<file path="config.mk">
export PLATFORM = sky130hd
export DESIGN_NAME = fdiv16_flat
export DESIGN_NICKNAME = d
export VERILOG_FILES = /design/src/rtl/fp16_pkg.sv /design/src/rtl/fdiv16_if.sv /design/src/rtl/fp16_round.sv /design/src/rtl/fdiv16.sv /design/src/flat_wrapper.sv
export SDC_FILE = /design/constraint.sdc
export NUM_CORES = 1
export LEC_CHECK = 0
export ABC_AREA = 1
export CORE_UTILIZATION = 55
export DETAILED_ROUTE_END_ITERATION = 8
export PLACE_DENSITY = 0.77
export SETUP_SLACK_MARGIN = 0.05
export SLEW_MARGIN = 25
export SYNTH_ARGS = -nofsm -noshare
export SYNTH_HDL_FRONTEND = slang
export SYNTH_SLANG_ARGS = --single-unit
</file>
<file path="constraint.sdc">
create_clock -name clk -period 5.3 [get_ports clk]
set_clock_uncertainty 0.1 [all_clocks]
set_input_delay 0.795 -clock clk [delete_from_list [all_inputs] [get_ports clk]]
set_output_delay 0.795 -clock clk [all_outputs]
set_load 0.02 [all_outputs]
</file>
<file path="src/rtl/fp16_pkg.sv">
// Shared binary16 definitions for the FP unit: rounding modes, flag layout,
// constants, divider FSM states and small unpack / lzc / rounding helpers.
package fp16_pkg;

    localparam int QBITS = 14;

    localparam logic [7:0]  BIAS   = 8'd15;
    localparam logic [15:0] QNAN   = 16'h7E00;
    localparam logic [15:0] POSINF = 16'h7C00;
    localparam logic [15:0] MAXFIN = 16'h7BFF;

    // Bit positions inside the 5-bit {NV, DZ, OF, UF, NX} flag vector.
    localparam int FLAG_NV = 4;
    localparam int FLAG_DZ = 3;
    localparam int FLAG_OF = 2;
    localparam int FLAG_UF = 1;
    localparam int FLAG_NX = 0;

    typedef enum logic [1:0] {
        RM_RZ  = 2'b00,
        RM_RNE = 2'b01,
        RM_RDN = 2'b10,
        RM_RUP = 2'b11
    } roundmode_e;

    typedef enum logic [2:0] {
        ST_IDLE,
        ST_PREP,
        ST_ITER,
        ST_ROUND,
        ST_DONE
    } state_e;

    typedef struct packed {
        logic       sign;
        logic [4:0] exp;
        logic [9:0] frac;
        logic       is_sub;   // exponent field zero (subnormal or zero)
        logic       is_zero;
        logic       is_inf;
        logic       is_nan;
        logic       is_snan;
    } fp16_unp_t;

    // Split a binary16 word into fields plus classification bits.
    function automatic fp16_unp_t unpack(input logic [15:0] v);
        fp16_unp_t u;
        u.sign    = v[15];
        u.exp     = v[14:10];
        u.frac    = v[9:0];
        u.is_sub  = (v[14:10] == 5'd0);
        u.is_zero = (v[14:10] == 5'd0) && (v[9:0] == 10'd0);
        u.is_inf  = (v[14:10] == 5'h1F) && (v[9:0] == 10'd0);
        u.is_nan  = (v[14:10] == 5'h1F) && (v[9:0] != 10'd0);
        u.is_snan = (v[14:10] == 5'h1F) && (v[9:0] != 10'd0) && !v[9];
        return u;
    endfunction

    // Leading-zero count of an 11-bit significand; 11 for an all-zero input.
    function automatic logic [3:0] lzc11(input logic [10:0] v);
        logic [3:0] n;
        n = 4'd11;
        for (int i = 0; i <= 10; i++) begin
            if (v[i]) n = 4'(10 - i);
        end
        return n;
    endfunction

    // Whether to add one ulp, given the kept lsb, the first dropped bit and
    // the OR of everything below it.
    function automatic logic round_inc(input roundmode_e rm, input logic sign,
                                       input logic lsb, input logic g,
                                       input logic rest);
        logic inc;
        case (rm)
            RM_RZ:   inc = 1'b0;
            RM_RNE:  inc = g & (rest | lsb);
            RM_RDN:  inc = sign & (g | rest);
            RM_RUP:  inc = !sign & (g | rest);
            default: inc = 1'b0;
        endcase
        return inc;
    endfunction

endpackage

</file>
<file path="src/rtl/fdiv16_if.sv">
// Operand/result handshake bundle between the FP issue logic and fdiv16.
interface fdiv16_if;
    logic        in_valid;
    logic        in_ready;
    logic [15:0] x;
    logic [15:0] y;
    logic [1:0]  roundmode;
    logic        out_valid;
    logic        out_ready;
    logic [15:0] result;
    logic [4:0]  flags;

    modport master (
        output in_valid, x, y, roundmode, out_ready,
        input  in_ready, out_valid, result, flags
    );

    modport slave (
        input  in_valid, x, y, roundmode, out_ready,
        output in_ready, out_valid, result, flags
    );
endinterface

</file>
<file path="src/rtl/fp16_round.sv">
// Final rounding and packing for binary16. Takes a normalized significand
// {1.f[9:0], G, R, S} with a biased, possibly non-positive exponent,
// denormalizes when needed, rounds, and flags overflow/underflow/inexact.
// Tininess is judged after rounding with an unbounded exponent.
module fp16_round
    import fp16_pkg::*;
(
    input  logic              sign_i,
    input  logic signed [7:0] exp_i,
    input  logic [13:0]       sig_i,
    input  roundmode_e        rm_i,
    output logic [15:0]       result_o,
    output logic              of_o,
    output logic              uf_o,
    output logic              nx_o
);

    logic        inc_unb;
    logic        carry_unb;
    logic        tiny;
    logic [3:0]  sh;
    logic [25:0] wide;
    logic [10:0] sig11;
    logic        g;
    logic        r;
    logic        s;
    logic        inexact;
    logic        inc;
    logic [11:0] sum;
    logic [7:0]  base;
    logic [17:0] field;
    logic        keep_max;

    // Denormalize, round, pack and derive the exception flags.
    always_comb begin
        // NOTE: every output of a combinational block is assigned on every
        // path (defaults first where branches differ) so no latch is inferred.
        result_o = 16'h0000;
        uf_o     = 1'b0;
        nx_o     = 1'b0;

        // Rounding as if the exponent range were unbounded: only a carry out
        // of an all-ones significand at exponent 0 lifts the value to normal.
        inc_unb   = round_inc(rm_i, sign_i, sig_i[3], sig_i[2], |sig_i[1:0]);
        carry_unb = (&sig_i[13:3]) & inc_unb;
        tiny      = (exp_i < 8'sd0) || ((exp_i == 8'sd0) && !carry_unb);

        // Right-shift by (1 - exp) for subnormal results, capped at 13.
        if (exp_i > 8'sd0)
            sh = 4'd0;
        else if (exp_i < -8'sd12)
            sh = 4'd13;
        else
            sh = 4'd1 - exp_i[3:0];

        wide    = {sig_i[13:1], 13'b0} >> sh;
        sig11   = wide[25:15];
        g       = wide[14];
        r       = wide[13];
        s       = sig_i[0] | (|wide[12:0]);
        inexact = g | r | s;

        inc = round_inc(rm_i, sign_i, sig11[0], g, r | s);
        sum = {1'b0, sig11} + {11'b0, inc};

        // Adding the significand (hidden bit included) onto (exp-1)<<10 lets a
        // rounding carry ripple straight into the exponent field.
        base  = (exp_i > 8'sd0) ? 8'(exp_i - 8'sd1) : 8'd0;
        field = {base, 10'b0} + {6'b0, sum};
        of_o  = (field[17:10] >= 8'd31);

        keep_max = (rm_i == RM_RZ)
                || ((rm_i == RM_RDN) && !sign_i)
                || ((rm_i == RM_RUP) && sign_i);

        if (of_o) begin
            result_o = (keep_max ? MAXFIN : POSINF) | {sign_i, 15'b0};
            nx_o     = 1'b1;
        end else begin
            result_o = {sign_i, field[14:0]};
            nx_o     = inexact;
            uf_o     = tiny & inexact;
        end
    end

endmodule

</file>
<file path="src/rtl/fdiv16.sv">
// Iterative binary16 divider (x / y), radix-2 restoring, one quotient bit per
// clock. IDLE -> PREP -> ITER -> ROUND -> DONE. Special operands skip ITER;
// ROUND then just forwards the result prepared in PREP.
module fdiv16
    import fp16_pkg::*;
(
    input  logic    clk,
    input  logic    reset_n,
    fdiv16_if.slave bus
);

    state_e            state_q,     state_d;
    logic [15:0]       x_q,         x_d;
    logic [15:0]       y_q,         y_d;
    roundmode_e        rm_q,        rm_d;
    logic              qs_q,        qs_d;
    logic signed [7:0] qe_q,        qe_d;
    logic [11:0]       rem_q,       rem_d;
    logic [10:0]       div_q,       div_d;
    logic [QBITS-1:0]  quo_q,       quo_d;
    logic [3:0]        cnt_q,       cnt_d;
    logic              special_q,   special_d;
    logic [15:0]       result_q,    result_d;
    logic [4:0]        flags_q,     flags_d;
    logic              in_ready_q,  in_ready_d;
    logic              out_valid_q, out_valid_d;

    // PREP datapath
    fp16_unp_t         ux;
    fp16_unp_t         uy;
    logic [3:0]        lzx;
    logic [3:0]        lzy;
    logic [10:0]       mx;
    logic [10:0]       my;
    logic signed [7:0] qe_prep;
    logic              qs_prep;
    logic              is_special;
    logic [15:0]       spec_result;
    logic [4:0]        spec_flags;

    // ITER / ROUND datapath
    logic              rem_ge;
    logic [11:0]       rem_sub;
    logic [QBITS-1:0]  quo_n;
    logic signed [7:0] qe_n;
    logic [13:0]       rnd_sig;
    logic [15:0]       rnd_result;
    logic              rnd_of;
    logic              rnd_uf;
    logic              rnd_nx;

    // Unpack latched operands, normalize subnormals, form Qe and resolve specials.
    always_comb begin
        ux  = unpack(x_q);
        uy  = unpack(y_q);
        lzx = lzc11({!ux.is_sub, ux.frac});
        lzy = lzc11({!uy.is_sub, uy.frac});
        mx  = {!ux.is_sub, ux.frac} << lzx;
        my  = {!uy.is_sub, uy.frac} << lzy;

        qe_prep = {3'b0, (ux.is_sub ? 5'd1 : ux.exp)} - {4'b0, lzx}
                - {3'b0, (uy.is_sub ? 5'd1 : uy.exp)} + {4'b0, lzy} + BIAS;
        qs_prep = ux.sign ^ uy.sign;

        is_special  = ux.is_nan | uy.is_nan | ux.is_inf | uy.is_inf
                    | ux.is_zero | uy.is_zero;
        spec_result = 16'h0000;
        spec_flags  = 5'b0;
        if (ux.is_nan || uy.is_nan) begin
            spec_result         = QNAN;
            spec_flags[FLAG_NV] = ux.is_snan | uy.is_snan;
        end else if ((ux.is_zero && uy.is_zero) || (ux.is_inf && uy.is_inf)) begin
            spec_result         = QNAN;
            spec_flags[FLAG_NV] = 1'b1;
        end else if (uy.is_zero && !ux.is_inf) begin
            spec_result         = POSINF | {qs_prep, 15'b0};
            spec_flags[FLAG_DZ] = 1'b1;
        end else if (ux.is_inf) begin
            spec_result = POSINF | {qs_prep, 15'b0};
        end else begin
            spec_result = {qs_prep, 15'b0};
        end
    end

    // One restoring step plus post-loop normalization feeding the rounder.
    always_comb begin
        rem_ge  = (rem_q >= {1'b0, div_q});
        rem_sub = rem_ge ? (rem_q - {1'b0, div_q}) : rem_q;

        if (quo_q[QBITS-1]) begin
            quo_n = quo_q;
            qe_n  = qe_q;
        end else begin
            quo_n = quo_q << 1;
            qe_n  = qe_q - 8'sd1;
        end
        // The slack bit below round joins the sticky so nothing is dropped.
        rnd_sig = {quo_n[QBITS-1:1], quo_n[0] | (|rem_q)};
    end

    fp16_round u_round (
        .sign_i   (qs_q),
        .exp_i    (qe_n),
        .sig_i    (rnd_sig),
        .rm_i     (rm_q),
        .result_o (rnd_result),
        .of_o     (rnd_of),
        .uf_o     (rnd_uf),
        .nx_o     (rnd_nx)
    );

    // Next-state and next-datapath selection for the divider FSM.
    always_comb begin
        state_d   = state_q;
        x_d       = x_q;
        y_d       = y_q;
        rm_d      = rm_q;
        qs_d      = qs_q;
        qe_d      = qe_q;
        rem_d     = rem_q;
        div_d     = div_q;
        quo_d     = quo_q;
        cnt_d     = cnt_q;
        special_d = special_q;
        result_d  = result_q;
        flags_d   = flags_q;

        case (state_q)
            ST_IDLE: begin
                if (bus.in_valid) begin
                    x_d     = bus.x;
                    y_d     = bus.y;
                    rm_d    = roundmode_e'(bus.roundmode);
                    state_d = ST_PREP;
                end
            end
            ST_PREP: begin
                qs_d = qs_prep;
                if (is_special) begin
                    special_d = 1'b1;
                    result_d  = spec_result;
                    flags_d   = spec_flags;
                    state_d   = ST_ROUND;
                end else begin
                    special_d = 1'b0;
                    qe_d      = qe_prep;
                    rem_d     = {1'b0, mx};
                    div_d     = my;
                    quo_d     = '0;
                    cnt_d     = 4'(QBITS - 1);
                    state_d   = ST_ITER;
                end
            end
            ST_ITER: begin
                rem_d = rem_sub << 1;
                quo_d = {quo_q[QBITS-2:0], rem_ge};
                cnt_d = cnt_q - 4'd1;
                if (cnt_q == 4'd0) state_d = ST_ROUND;
            end
            ST_ROUND: begin
                if (!special_q) begin
                    result_d          = rnd_result;
                    flags_d           = 5'b0;
                    flags_d[FLAG_OF]  = rnd_of;
                    flags_d[FLAG_UF]  = rnd_uf;
                    flags_d[FLAG_NX]  = rnd_nx;
                end
                state_d = ST_DONE;
            end
            ST_DONE: begin
                if (bus.out_ready) state_d = ST_IDLE;
            end
            default: state_d = ST_IDLE;
        endcase

        in_ready_d  = (state_d == ST_IDLE);
        out_valid_d = (state_d == ST_DONE);
    end

    // All state and registered outputs; reset abandons any operation in flight.
    always_ff @(posedge clk or negedge reset_n) begin
        if (!reset_n) begin
            state_q     <= ST_IDLE;
            x_q         <= '0;
            y_q         <= '0;
            rm_q        <= RM_RZ;
            qs_q        <= 1'b0;
            qe_q        <= '0;
            rem_q       <= '0;
            div_q       <= '0;
            quo_q       <= '0;
            cnt_q       <= '0;
            special_q   <= 1'b0;
            result_q    <= '0;
            flags_q     <= '0;
            in_ready_q  <= 1'b1;
            out_valid_q <= 1'b0;
        end else begin
            // NOTE: non-blocking assignments so every flop samples the
            // pre-edge value of the others, independent of statement order.
            state_q     <= state_d;
            x_q         <= x_d;
            y_q         <= y_d;
            rm_q        <= rm_d;
            qs_q        <= qs_d;
            qe_q        <= qe_d;
            rem_q       <= rem_d;
            div_q       <= div_d;
            quo_q       <= quo_d;
            cnt_q       <= cnt_d;
            special_q   <= special_d;
            result_q    <= result_d;
            flags_q     <= flags_d;
            in_ready_q  <= in_ready_d;
            out_valid_q <= out_valid_d;
        end
    end

    assign bus.in_ready  = in_ready_q;
    assign bus.out_valid = out_valid_q;
    assign bus.result    = result_q;
    assign bus.flags     = flags_q;

endmodule

</file>
<file path="src/flat_wrapper.sv">
// flat-port wrapper written by rule: the top's interface ports become plain ports
module fdiv16_flat import fp16_pkg::*;
  (clk, reset_n, bus_in_valid, bus_x, bus_y, bus_roundmode, bus_out_ready, bus_in_ready, bus_out_valid, bus_result, bus_flags);
  fdiv16_if bus_i ();
  input  logic clk;
  input  logic reset_n;
  input wire logic [$bits(bus_i.in_valid)-1:0] bus_in_valid;
  input wire logic [$bits(bus_i.x)-1:0] bus_x;
  input wire logic [$bits(bus_i.y)-1:0] bus_y;
  input wire logic [$bits(bus_i.roundmode)-1:0] bus_roundmode;
  input wire logic [$bits(bus_i.out_ready)-1:0] bus_out_ready;
  output wire logic [$bits(bus_i.in_ready)-1:0] bus_in_ready;
  output wire logic [$bits(bus_i.out_valid)-1:0] bus_out_valid;
  output wire logic [$bits(bus_i.result)-1:0] bus_result;
  output wire logic [$bits(bus_i.flags)-1:0] bus_flags;
  assign bus_i.in_valid = bus_in_valid;
  assign bus_i.x = bus_x;
  assign bus_i.y = bus_y;
  assign bus_i.roundmode = bus_roundmode;
  assign bus_i.out_ready = bus_out_ready;
  assign bus_in_ready = bus_i.in_ready;
  assign bus_out_valid = bus_i.out_valid;
  assign bus_result = bus_i.result;
  assign bus_flags = bus_i.flags;
  fdiv16 u_core (.clk(clk), .reset_n(reset_n), .bus(bus_i));
endmodule
</file>
==> metrics.csv <==
metric;value;unit
status;finished with violations;
failed_checks;DRC;
cts_made_buffers;9;
ys_async_sr_fraction;100.0;%
cts_buffer_depth;2;
die_h;124.8;µm
maxSlewViolCount;0;
synth_edf_count;0;
final_common_cell;nand2_1;
finalCritPeriodShare;91.70;%
hold_ws;358.3;ps
grt_overflow;0;
numPortBuffers;60;
syn-cell-area;8294;µm²
grt_pass1_wl;34870;µm
cts.sinks;111;
clockRootBuffer;clkbuf_16;
cp.buffers_inverters;3;
final_nets;1307;
synth_compound_area_share;16.14;%
synthXorXnorAreaFrac;2.851;%
crit_top_cell;nand2_1;
vias_per_cell;5.625;
postRouteAntennaNets;0;
hold_viol;0;
totalWireLength;20940;µm
worstPathMaxFanout;16;
place_area;8991;µm²
grtUsageTotal;27.62;%
irDropWorstVdd;0.3722;mV
initial_utilization;56.64;%
critPathMaxStageDelay;450;ps
syn_area_per_cell;7.065;µm²
min_path_type;reg2reg;
relSlewSlack;32.23;%
synth_flop_cell;dfrtp_1;
fmax;0.2058;GHz
end_kind;flip-flop;
slowest_stage;or3b_2;
clk_pin_slew;70;ps
antenna_found_initial;0;
drive_gt1_share;10.65;%
synth-simple-area-share;30.14;%
die_w;124.8;µm
min_period;4860;ps
grt_pass1_vias;7392;
final.setup.worst_slack;440.2;ps
cts_tree;yes;
setup_viol;0;
drv_cap;0;
synth_top_area_cell;dfrtp_1;
ys_ff_latch;111;
crit_required;5490;ps
synthAdderAreaFrac;5.763;%
dp_slack;87.47;ps
p_leak;0.004441;µW
drcViolationCount;4;
most-common-layout-cells;232 x nand2_1, 151 x inv_1, 142 x nor2_1, 110 x dfrtp_1, 97 x o21ai_0;
rows;44;
drt-pass1-iter-count;7;
dieArea;15580;µm²
design_area;9558;µm²
clock_latency;360;ps
synthCells;1174;
rsz0062_at_grt;no;
path_class;reg2reg;
io_pins;61;
syn-num-nets;1246;
cp-start-kind;flip-flop;
grt_max_degree;66;
seq_area_frac_synth;33.50;%
worst_slew_pin_slew;1015;ps
power_density;749.9;nW/µm²
fin_util;65.27;%
core-area;14640;µm²
cp_top_family;simple AND/OR/NAND/NOR gates;
synth_top_family_by_area;simple AND/OR/NAND/NOR gates;
synthMuxAreaShare;1.478;%
antennaDiodeCount;0;
routabilityCongestion;1.003;
synth_warnings;0;
dpl.hpwl;15830;µm
synth_area_leaders;dfrtp_1 33%, nand2_1 10%, inv_1 6.9%;
fin_tns_setup;0;ps
yosys.area.top_type_share;33.19;%
area_growth;15.24;%
detail_route.wl_per_cell;14.71;µm
crit_arrival;5050;ps
synthDistinctLibCells;59;
htreeDepth;3;
drtIter0Drc;642;
num_vias;8010;
## final timing paths
kind	startpoint	end	slack, ps	cells past startpoint
worst min register to register	u_core.div_q[10]	u_core.div_q[10]	360	2
max in group asynchronous	reset_n	u_core.bus.flags[0]	3570	2
worst max-delay path	u_core.qe_q[1]	u_core.bus.result[5]	440	35
min in group asynchronous	reset_n	u_core.quo_q[11]	420	1
worst min-delay path	u_core.div_q[10]	u_core.div_q[10]	360	2
worst max register to register	u_core.qe_q[1]	u_core.bus.result[5]	440	35
## area by class of cell
type                    count  area, µm²
fillers                  1287       5086
clock inverters             4      76.32
flip-flops and latches    111       2779
multi-input cells         859       4783
repair buffers             88      812.0
well taps                 184      230.2
clock buffers              12      246.5
inverters                 166      630.6
## worst reg2reg max path: cells and delay by family (launching register included)
kind	cells	cell delay, ps
AO/OA/AOI/OAI	5	630
AND/OR/NAND/NOR	24	2920
adder cells (fa/ha/maj)	3	540
buffers and inverters	3	230
flip-flops	1	400
## registers in the layout, summed over array words and instances (netlist names)
name,cells
u_core.rm_q,2
u_core.state_q,3
u_core.x_q,16
u_core.bus.result,16
u_core.bus.out_valid,1
u_core.y_q,16
u_core.special_q,1
u_core.cnt_q,4
u_core.qs_q,1
u_core.bus.flags,5
u_core.qe_q,8
u_core.quo_q,14
u_core.div_q,11
u_core.bus.in_ready,1
u_core.rem_q,12
## report_power, final
part / total [µW] / switching [µW] / internal [µW]
sequential: 1530 / 300 / 1230
clock: 741 / 311 / 430
combinational: 4890 / 3130 / 1760
## timing repair
item                                    4_1_cts  5_1_grt
resized for setup                             0       21
hold buffers                                  0        0
setup buffers                                 0       18
endpoints found under the setup margin        0       17
## metrics by stage
stage,total power [µW],std cells
after floorplan,4995,1174
after CTS,6827,1404
after global routing,7822,1424
after global placement,5987,1388
after detailed placement,6058,1388
final,7167,1424
## Yosys cell counts (12+ instances only)
cell and n:
clkbuf_1 25, o21ai_0 99, ha_1 27, nand2_2 12
a21oi_1 67, nand3_1 85, dfrtp_1 110, nor3_1 17
inv_1 152, nor2_1 143, nand4_1 13, nand2_1 232
o22ai_1 20, xor2_1 14
## logic make-up after synthesis
| family | after synthesis |
|---|---|
| XOR/XNOR | 24 |
| buffers and inverters | 206 |
| AND/OR/NAND/NOR | 549 |
| adder cells (fa/ha/maj) | 34 |
| AO/OA/AOI/OAI | 239 |
| multiplexers | 11 |
| flip-flops | 111 |
## layer usage
layer  GRT usage (%)  vias to the layer above  wire [µm]
met5               0                        -          0
met1           33.84                     3751       9000
met2           48.88                      225      10390
li1                -                     3980          -
met4           11.33                        0        788
met3           3.694                       54        767
Note: power is estimated with default switching activity, not from simulation.
